[src/rtl/serial_rx_ctrl_pkg.sv]
// Shared register map, bit positions and status layout for the serial receive controller.
package serial_rx_ctrl_pkg;

  localparam int unsigned REG_W = 8;

  localparam logic [1:0] ADDR_DATA = 2'd0;
  localparam logic [1:0] ADDR_STAT = 2'd1;
  localparam logic [1:0] ADDR_CTRL = 2'd2;
  localparam logic [1:0] ADDR_CNT  = 2'd3;

  localparam int unsigned STAT_NE   = 0;
  localparam int unsigned STAT_FULL = 1;
  localparam int unsigned STAT_OVR  = 2;
  localparam int unsigned STAT_ERR  = 3;

  localparam int unsigned CTRL_RX_EN  = 0;
  localparam int unsigned CTRL_IRQ_EN = 1;

  localparam int unsigned CNT_FLUSH = 7;

  // STATUS register image, MSB first
  typedef struct packed {
    logic [3:0] rsvd;
    logic       err;
    logic       ovr;
    logic       full;
    logic       ne;
  } stat_t;

endpackage

[src/rtl/serial_rx_fifo.sv]
// Synchronous FIFO; a push into a full FIFO is accepted when a pop happens in the same cycle.
module serial_rx_fifo
  import serial_rx_ctrl_pkg::*;
#(
  parameter int unsigned DATA_W = 8,
  parameter int unsigned DEPTH  = 16,
  parameter int unsigned CNT_W  = 5
) (
  input  logic              clk,
  input  logic              rst,
  input  logic              i_push,
  input  logic              i_pop,
  input  logic              i_flush,
  input  logic [DATA_W-1:0] i_din,
  output logic [DATA_W-1:0] o_dout_c,
  output logic              o_full_c,
  output logic              o_empty_c,
  output logic [CNT_W-1:0]  o_count,
  output logic [CNT_W-1:0]  o_count_nxt_c
);

  localparam int unsigned PTR_W = (DEPTH > 1) ? $clog2(DEPTH) : 1;

  logic [DATA_W-1:0] r_mem [DEPTH];
  logic [PTR_W-1:0]  r_wptr;
  logic [PTR_W-1:0]  r_rptr;
  logic [CNT_W-1:0]  r_count;
  logic              w_pop;
  logic              w_push;

  assign o_full_c      = (r_count == CNT_W'(DEPTH));
  assign o_empty_c     = (r_count == '0);
  assign o_dout_c      = r_mem[r_rptr];
  assign o_count       = r_count;
  assign w_pop         = i_pop & ~o_empty_c;
  assign w_push        = i_push & (~o_full_c | w_pop);
  assign o_count_nxt_c = i_flush ? '0 : (r_count + CNT_W'(w_push) - CNT_W'(w_pop));

  // Pointer and occupancy tracking; flush wins over any same-cycle push or pop
  always_ff @(posedge clk) begin
    if (rst || i_flush) begin
      r_wptr  <= '0;
      r_rptr  <= '0;
      r_count <= '0;
    end else begin
      if (w_push) r_wptr <= r_wptr + PTR_W'(1);
      if (w_pop)  r_rptr <= r_rptr + PTR_W'(1);
      r_count <= o_count_nxt_c;
    end
  end

  // Storage array, written only by accepted pushes
  always_ff @(posedge clk) begin
    if (w_push && !i_flush) r_mem[r_wptr] <= i_din;
  end

endmodule

[src/rtl/serial_rx_ctrl.sv]
// Serial receive front end: frame/error edge events, byte FIFO, 4-register bus interface and irq.
module serial_rx_ctrl
  import serial_rx_ctrl_pkg::*;
#(
  parameter int unsigned DATA_W = 8,
  parameter int unsigned DEPTH  = 16,
  parameter int unsigned CNT_W  = 5
) (
  input  logic              clk,
  input  logic              rst,
  input  logic [DATA_W-1:0] rx_data,
  input  logic              rx_valid,
  input  logic              rx_error,
  input  logic              cs,
  input  logic [1:0]        addr,
  input  logic              rd,
  input  logic              wr,
  input  logic [7:0]        wdata,
  output logic [7:0]        rdata,
  output logic              irq
);

  logic              r_valid_d;
  logic              r_error_d;
  logic              r_init;
  logic              r_rx_en;
  logic              r_irq_en;
  logic              r_ovr;
  logic              r_err;

  logic              w_rd;
  logic              w_wr;
  logic              w_push_evt;
  logic              w_err_evt;
  logic              w_pop;
  logic              w_flush;
  logic              w_stat_wr;
  logic              w_ctrl_wr;
  logic              w_ovr_nxt;
  logic              w_err_nxt;
  logic              w_rx_en_nxt;
  logic              w_irq_en_nxt;
  logic              w_irq_nxt;
  logic              w_full;
  logic              w_empty;
  logic [DATA_W-1:0] w_dout;
  logic [CNT_W-1:0]  w_count;
  logic [CNT_W-1:0]  w_count_nxt;
  logic [7:0]        w_rd_val;
  stat_t             w_stat;
  logic              w_unused;

  assign w_rd = cs & rd;
  assign w_wr = cs & wr;

  // r_init masks the first cycle after reset so a level already high at release is not an edge
  assign w_push_evt = rx_valid & ~r_valid_d & r_rx_en & ~r_init;
  assign w_err_evt  = rx_error & ~r_error_d & r_rx_en & ~r_init;

  assign w_pop     = w_rd & (addr == ADDR_DATA);
  assign w_flush   = w_wr & (addr == ADDR_CNT) & wdata[CNT_FLUSH];
  assign w_stat_wr = w_wr & (addr == ADDR_STAT);
  assign w_ctrl_wr = w_wr & (addr == ADDR_CTRL);

  // Set beats a same-cycle write-1-to-clear
  assign w_ovr_nxt = (w_push_evt & w_full & ~w_pop) | (r_ovr & ~(w_stat_wr & wdata[STAT_OVR]));
  assign w_err_nxt = w_err_evt | (r_err & ~(w_stat_wr & wdata[STAT_ERR]));

  assign w_rx_en_nxt  = w_ctrl_wr ? wdata[CTRL_RX_EN]  : r_rx_en;
  assign w_irq_en_nxt = w_ctrl_wr ? wdata[CTRL_IRQ_EN] : r_irq_en;
  assign w_irq_nxt    = w_irq_en_nxt & ((w_count_nxt != '0) | w_ovr_nxt | w_err_nxt);

  assign w_stat   = '{rsvd: 4'b0, err: r_err, ovr: r_ovr, full: w_full, ne: ~w_empty};
  assign w_unused = &{1'b0, wdata[6:4]};

  serial_rx_fifo #(
    .DATA_W (DATA_W),
    .DEPTH  (DEPTH),
    .CNT_W  (CNT_W)
  ) u_fifo (
    .clk           (clk),
    .rst           (rst),
    .i_push        (w_push_evt),
    .i_pop         (w_pop),
    .i_flush       (w_flush),
    .i_din         (rx_data),
    .o_dout_c      (w_dout),
    .o_full_c      (w_full),
    .o_empty_c     (w_empty),
    .o_count       (w_count),
    .o_count_nxt_c (w_count_nxt)
  );

  // Read mux over pre-write register values
  always_comb begin
    w_rd_val = '0;
    case (addr)
      ADDR_DATA: w_rd_val = w_empty ? 8'h00 : 8'(w_dout);
      ADDR_STAT: w_rd_val = w_stat;
      ADDR_CTRL: w_rd_val = {6'b0, r_irq_en, r_rx_en};
      ADDR_CNT:  w_rd_val = 8'(w_count);
      default:   w_rd_val = '0;
    endcase
  end

  // Edge-detect delays, control, sticky flags, read data and interrupt
  always_ff @(posedge clk) begin
    if (rst) begin
      r_valid_d <= 1'b0;
      r_error_d <= 1'b0;
      r_init    <= 1'b1;
      r_rx_en   <= 1'b1;
      r_irq_en  <= 1'b0;
      r_ovr     <= 1'b0;
      r_err     <= 1'b0;
      rdata     <= '0;
      irq       <= 1'b0;
    end else begin
      r_valid_d <= rx_valid;
      r_error_d <= rx_error;
      r_init    <= 1'b0;
      r_rx_en   <= w_rx_en_nxt;
      r_irq_en  <= w_irq_en_nxt;
      r_ovr     <= w_ovr_nxt;
      r_err     <= w_err_nxt;
      irq       <= w_irq_nxt;
      if (w_rd) rdata <= w_rd_val;
    end
  end

endmodule

[config.mk]
export PLATFORM = sky130hd
export DESIGN_NAME = serial_rx_ctrl
export DESIGN_NICKNAME = d
export VERILOG_FILES = /design/src/rtl/serial_rx_ctrl_pkg.sv /design/src/rtl/serial_rx_fifo.sv /design/src/rtl/serial_rx_ctrl.sv
export SDC_FILE = /design/constraint.sdc
export NUM_CORES = 1
export LEC_CHECK = 0
export ABC_CLOCK_PERIOD_IN_PS = 4500
export CAP_MARGIN = 20
export CORE_MARGIN = 4
export CORE_UTILIZATION = 50
export DETAILED_ROUTE_END_ITERATION = 8
export GPL_ROUTABILITY_DRIVEN = 0
export PLACE_DENSITY = 0.77
export SYNTH_ARGS = -nofsm -noshare
export SYNTH_HDL_FRONTEND = slang
export SYNTH_HIERARCHICAL = 1
export SYNTH_SLANG_ARGS = --single-unit
[constraint.sdc]
create_clock -name clk -period 4.5 [get_ports clk]
set_input_delay 1.125 -clock clk [delete_from_list [all_inputs] [get_ports clk]]
set_output_delay 1.125 -clock clk [all_outputs]
set_load 0.005 [all_outputs]
# Word level (Yosys, flattened, before mapping)
# Memories as Yosys holds them, arrays and structs flattened. A register that Yosys moved wholly into a read port is not among the register bits.
# Index checks and enable logic that the tools add are counted.
word_totals:
  ff_bits: 29
  latch_bits: 0
  ramBits: 128
  mem_bits_ro: 0
  in_bits: 25
  output_inout_bits: 9
  elab_cells: 71
  mem_count: 1
classes:
  add_sub_neg: 4
  mul: 0
  div: 0
  magnitude_cmp: 0
  n_eq_ne: 4
  n_shift: 0
  muxes: 9
  bitwise: 35
  n_reduce_logical: 6
memory_table:
  columns: ["name", "depth", "width", "read_ports", "rd_ports_with_merged_regs", "wr", "line", "source"]
  rows:
  - ["u_fifo.r_mem", 16, 8, 1, 1, 1, "serial_rx_fifo.sv:24", "logic [DATA_W-1:0] r_mem [DEPTH];"]
ops:
  columns: ["op", "n"]
  rows:
  - ["case mux 8 bit (4 select lines)", 1]
  - ["bitwise AND 1 bit", 22]
  - ["adder 4 x 1 -> 4 bit (second input constant)", 2]
  - ["two-way mux 4 bit", 2]
  - ["two-way mux 8 bit", 1]
  - ["inverter 1 bit", 8]
  - ["adder 5 x 1 -> 5 bit", 1]
  - ["equality test 5 bit (second input constant)", 1]
  - ["logical NOT 5 bit", 1]
  - ["two-way mux 5 bit", 1]
  - ["bitwise OR 1 bit", 5]
  - ["nonzero test 5 bit", 1]
  - ["subtractor 5 x 1 -> 5 bit", 1]
  - ["equality test 2 bit (second input constant)", 2]
  - ["two-way mux 1 bit", 4]
  - ["equality test 2 x 1 -> 1 bit (second input constant)", 1]
  - ["logical NOT 2 bit", 1]
  - ["logical AND 1 bit", 1]
  - ["logical NOT 1 bit", 1]
  - ["logical OR 1 bit", 1]

# Depth between registers and ports, before layout
depth:
  depth_word: 12
  ltp_mapped: 17
  depth_no_buf: 17

# Hierarchy
# Netlist, hierarchy kept.
by_module_without_submodules:
  columns: ["module", "instances", "cells_per_inst", "area_per_inst_um2", "seq_area_each_um2"]
  rows:
  - ["serial_rx_fifo", 1, 318, 5860.6, 4184.0]
  - ["serial_rx_ctrl", 1, 80, 721.9, 320.3]

# Worst setup path after synthesis
# Ideal clock, no wire load.
synth_path:
  kind: "input port to flip-flop"
  from: "input port addr[0]"
  to: "register irq"
  setup_ps: 132
  t_arrival_ps: 4072
  required_time_ps: 4368
  setup_slack_ps: 295
  path_stages: 16
  n_path_buf: 2
  cell_sequence: "buf_4 nor3_1 o21ai_2 buf_2 ha_1 inv_1 ha_1 inv_1 fa_1 nor2b_1 o21bai_1 a21oi_1 nor3_1 or4_1 nor2_1 a311oi_1"
synth_via:
  elab_chain_len: 12
  elab_cells_between_ends: 30
  cone_classes: "2 x add/sub; 3 x eq/ne; 2 x mux; 21 x bitwise; 2 x reduce/logical"
synth_rtl:
  columns: ["item", "line", "source"]
  rows:
  - ["start, declared", "serial_rx_ctrl.sv:15", "input logic [1:0] addr,"]
  - ["logical NOT 2 bit *", "serial_rx_ctrl.sv:60", "assign w_pop = w_rd & (addr == ADDR_DATA);"]
  - ["bitwise AND 1 bit *", "serial_rx_ctrl.sv:60", null]
  - ["via w_pop", "serial_rx_ctrl.sv:35", "logic w_pop;"]
  - ["bitwise AND 1 bit *", "serial_rx_fifo.sv:35", "assign w_pop = i_pop & ~o_empty_c;"]
  - ["bitwise OR 1 bit", "serial_rx_fifo.sv:36", "assign w_push = i_push & (~o_full_c | w_pop);"]
  - ["bitwise AND 1 bit", "serial_rx_fifo.sv:36", null]
  - ["adder 5 x 1 -> 5 bit", "serial_rx_fifo.sv:37", "assign o_count_nxt_c = i_flush ? '0 : (r_count + CNT_W'(w_push) - CNT_W'(w_pop));"]
  - ["subtractor 5 x 1 -> 5 bit *", "serial_rx_fifo.sv:37", null]
  - ["two-way mux 5 bit *", "serial_rx_fifo.sv:37", null]
  - ["via w_count_nxt[4]", "serial_rx_ctrl.sv:48", "logic [CNT_W-1:0] w_count_nxt;"]
  - ["nonzero test 5 bit *", "serial_rx_ctrl.sv:71", "assign w_irq_nxt = w_irq_en_nxt & ((w_count_nxt != '0) | w_ovr_nxt | w_err_nxt);"]
  - ["bitwise OR 1 bit * (2 in a row)", "serial_rx_ctrl.sv:71", null]
  - ["bitwise AND 1 bit *", "serial_rx_ctrl.sv:71", null]
  - ["end signal, assigned", "serial_rx_ctrl.sv:126", "irq <= w_irq_nxt;"]
  - ["end, declared", "serial_rx_ctrl.sv:20", "output logic irq"]
# Mark *: on every way through the listed nets, which the timed path passes. The rest lies on a longest branch.
# A chain may end at the register's enable or synchronous reset.

# Final worst setup path
layout_path:
  from: "input port cs"
  to: "register irq"
layout_via:
  elab_chain_len: 12
  elab_cells_between_ends: 28
  cone_classes: "2 x add/sub; 2 x mux; 23 x bitwise; 1 x reduce/logical"
layout_rtl:
  columns: ["item", "line", "source"]
  rows:
  - ["start, declared", "serial_rx_ctrl.sv:14", "input logic cs,"]
  - ["bitwise AND 1 bit *", "serial_rx_ctrl.sv:53", "assign w_rd = cs & rd;"]
  - ["bitwise AND 1 bit *", "serial_rx_ctrl.sv:60", null]
  - ["via w_pop", "serial_rx_ctrl.sv:35", null]
  - ["bitwise AND 1 bit *", "serial_rx_fifo.sv:35", null]
  - ["via u_fifo.w_pop", "serial_rx_fifo.sv:28", "logic w_pop;"]
  - ["bitwise OR 1 bit", "serial_rx_fifo.sv:36", null]
  - ["bitwise AND 1 bit", "serial_rx_fifo.sv:36", null]
  - ["adder 5 x 1 -> 5 bit", "serial_rx_fifo.sv:37", null]
  - ["subtractor 5 x 1 -> 5 bit *", "serial_rx_fifo.sv:37", null]
  - ["two-way mux 5 bit *", "serial_rx_fifo.sv:37", null]
  - ["via w_count_nxt[4]", "serial_rx_ctrl.sv:48", null]
  - ["nonzero test 5 bit *", "serial_rx_ctrl.sv:71", null]
  - ["bitwise OR 1 bit * (2 in a row)", "serial_rx_ctrl.sv:71", null]
  - ["bitwise AND 1 bit *", "serial_rx_ctrl.sv:71", null]
# Marks and branches as above.

==> flow_summary.ini <==
[clocking]
htreeDepth = 4
clock_latency_ps = 430
cts_root_buf = clkbuf_16
cts_resized = 0
clockBufferDepth = 2
cts.clk_slew.worst_paths_ps = 60
cts_tree = built
cts_buffers = 17
hold_buffers = 0
cts_sinks = 161
cts_setup_buffers = 0

[worst_setup_path]
slowest_delay_ps = 560
crit_buf_inv = 5
r2r_start = u_fifo/o_count[2]
r2r_cells = 17
crit_fanout = 7
crit_chain = clkdlybuf4s50_1 -> nand2_2 -> nor3_1 -> buf_4 -> nand2_1 -> inv_1 -> ha_1 -> inv_1 -> ha_1 -> inv_1 -> fa_1 -> nor2b_1 -> o21bai_1 -> a21oi_1 -> nor3_1 -> or4_1 -> nor2_1 -> a311oi_1
critical-path-top-delay-family = simple AND/OR/NAND/NOR gates
endpoint_kind = flip-flop
worst_r2r_endpoint = irq
slowest_stage = clkdlybuf4s50_1
crit_required_ps = 4780
cp-start-kind = input port
crit_arrival_ps = 4290
cp_common_cell = inv_1
reg2reg_slack_ps = 890
startpoint = cs
crit_type = in2reg

[die]
start_util_pct = 51.5
row_count = 41
die_x_um = 123
io_pins = 34
die_h_um = 123
die-area_um2 = 15100
coreArea_um2 = 12800

[synthesis]
synthMuxAreaShare_pct = 12.6
ys.flop_type = edfxtp_1
synth.distinct_cells = 53
synthAdderAreaFrac_pct = 2.39
ys_warn_count = 6
synth-xor-area-share_pct = 1.06
synth_top_family_by_area = multiplexers
syn_avg_cell_area_um2 = 16.5
ys_seq_area_share_pct = 68.4
synth_nets = 435
synth_compound_area_share_pct = 4.45
yosys.area_share.simple_pct = 8.33
syn_inst = 398
synth-edff-count = 128
synthArstFlopShare_pct = 0
synth.cell_area_um2 = 6580
ys_ff_latch = 161

[timing]
rsz0062_at_grt = false
max_clock_freq_ghz = 0.249
min_period_over_period_pct = 89.1
whs_ps = 455
final.setup.worst_slack_ps = 490
clock_skew_ps = 9.53
period_minus_slack_ps = 4010
slew_headroom_pct = 48.8
setup-violations-final = 0
max_slew.worst_pin.slew_ps = 766
fin_setup_tns_ps = 0
hold_violations = 0
finalMaxSlewViolations = 0

[pwr]
p_leak_nw = 2.64
peakVddDrop_uv = 297
swShare_pct = 22.8
p_clk_share_pct = 43.1
power_density_nw_per_um2 = 456
p_sw_uw = 809
p_int_mw = 2.73
totalPowerFinal_mw = 3.54
seqPwrFrac_pct = 47.0
combPwrFrac_pct = 9.9

[worst_hold_path]
holdCritStartpoint = rdata[5]
hold_end = rdata[5]
hold_class = reg2reg
hold_depth = 2

[global_routing]
grt_pass1_vias = 3885
grt_use_total_pct = 19.2
grt_max_degree = 24
grt_pass1_wl_um = 21100
grt-ovfl-total = 0
antenna_found_initial = 0

[detailed_routing]
first_pass_iters = 5
drc_errors = 0
first_iter_violations = 352
routed_wl_um = 13200
post_drt_wl_per_cell_um = 20.8
vias_per_cell = 5.81
vias = 3683
route.antenna.remaining_nets = 0

[cells_and_area]
diodes = 0
fillCellCount = 901
layout_common_cells = edfxtp_1 (128), dfxtp_1 (32), clkdlybuf4s50_1 (30)
area_delta_synth_final_pct = 18.2
final_common_cell = edfxtp_1
layout-drive-gt1-share_pct = 17.5
register_area_um2 = 4510
fin_nets = 486
multi_input_area_um2 = 1900

[placed_design]
port_buffers = 30
dp_hpwl_um = 8420
pre_cts_ws_ps = 96.5

[job]
maxCapViolCount = 0

[status]
outcome = completed
-- cell usage after synthesis (4+ instances only) --
| cell | number | area (um^2) |
|---|---|---|
| buf_6 | 4 | 45.0 |
| nand3_1 | 8 | 40.0 |
| dfxtp_1 | 33 | 661 |
| nor3_1 | 13 | 65.1 |
| clkbuf_1 | 6 | 22.5 |
| edfxtp_1 | 128 | 3840 |
| a22oi_1 | 16 | 120 |
| nand2_1 | 23 | 86.3 |
| nor2b_1 | 7 | 43.8 |
| a21oi_1 | 10 | 50.1 |
| ha_1 | 11 | 138 |
| nor2_1 | 25 | 93.8 |
| and3_1 | 6 | 37.5 |
| xor2_1 | 6 | 52.6 |
| mux4_1 | 12 | 315 |
| nor4_1 | 6 | 37.5 |
| inv_1 | 13 | 48.8 |
| mux4_2 | 20 | 450 |
-- worst min-delay path: stages (launching register included) --
cell     delay, ps
dfxtp_1        310
nand2_1         50
a21oi_1         50
-- layer usage --
metal  wire length, um  GRT usage (%)  part of all wire [%]  vias up
met2              6850           31.7                    52      110
met3               725           5.35                   5.5       21
met1              5330           24.3                    40     1879
met5                 0              0                     0        -
met4               274           7.49                   2.1        0
li1                  -              -                     -     1673
-- registers in the layout (all words and copies together), names as in the netlist, 4 cells and up, named ones only --
signal	cells
u_fifo/r_mem	128
u_fifo/r_rptr	4
u_fifo/r_wptr	4
u_fifo/o_count	5
rdata	8
-- power groups by stage --
stage | registers [mW] | clock network, mW | logic (mW)
after CTS | 1.67 | 1.55 | 0.346
after global placement | 1.70 | 0 | 0.327
after detailed placement | 1.70 | 0 | 0.344
after global routing | 1.67 | 1.61 | 0.394
after floorplan | 1.69 | 0 | 0.247
final | 1.67 | 1.53 | 0.350
-- final cells by class --
cell class / instances / share of cell area (%)
flip-flops and latches: 161 / 57.9
repair buffers: 51 / 6.15
clock buffers: 17 / 5.47
well taps: 172 / 2.77
multi-input cells: 205 / 24.4
clock inverters: 15 / 2.65
inverters: 13 / 0.627
-- per-stage QoR --
step | util [%] | cell area (um^2) | std cells
2_1_floorplan | - | 6580 | 398
3_3_place_gp | 55.7 | 7120 | 601
3_5_place_dp | 55.7 | 7120 | 601
4_1_cts | 60.7 | 7750 | 633
5_1_grt | 60.9 | 7780 | 634
6_report | 60.9 | 7780 | 634
-- worst max-delay path by stage --
stage	endpoint	slack, ps	cells after the start
CTS	irq	520	18
finish	irq	490	18
floorplan	irq	300	16
global route	irq	250	18
detailed placement	irq	100	18
global placement	irq	200	18
-- cell families (layout without fill, tap and decap cells) --
kind of cell	after synthesis	after routing
buffers and inverters	32	96
AOI/OAI and AO/OA	41	41
and+or+nand+nor	106	106
adders and majority gates	12	12
DFF	161	161
xor gates and xnor gates	8	8
muxes	38	38
Note: power is estimated with default switching activity, not from simulation.
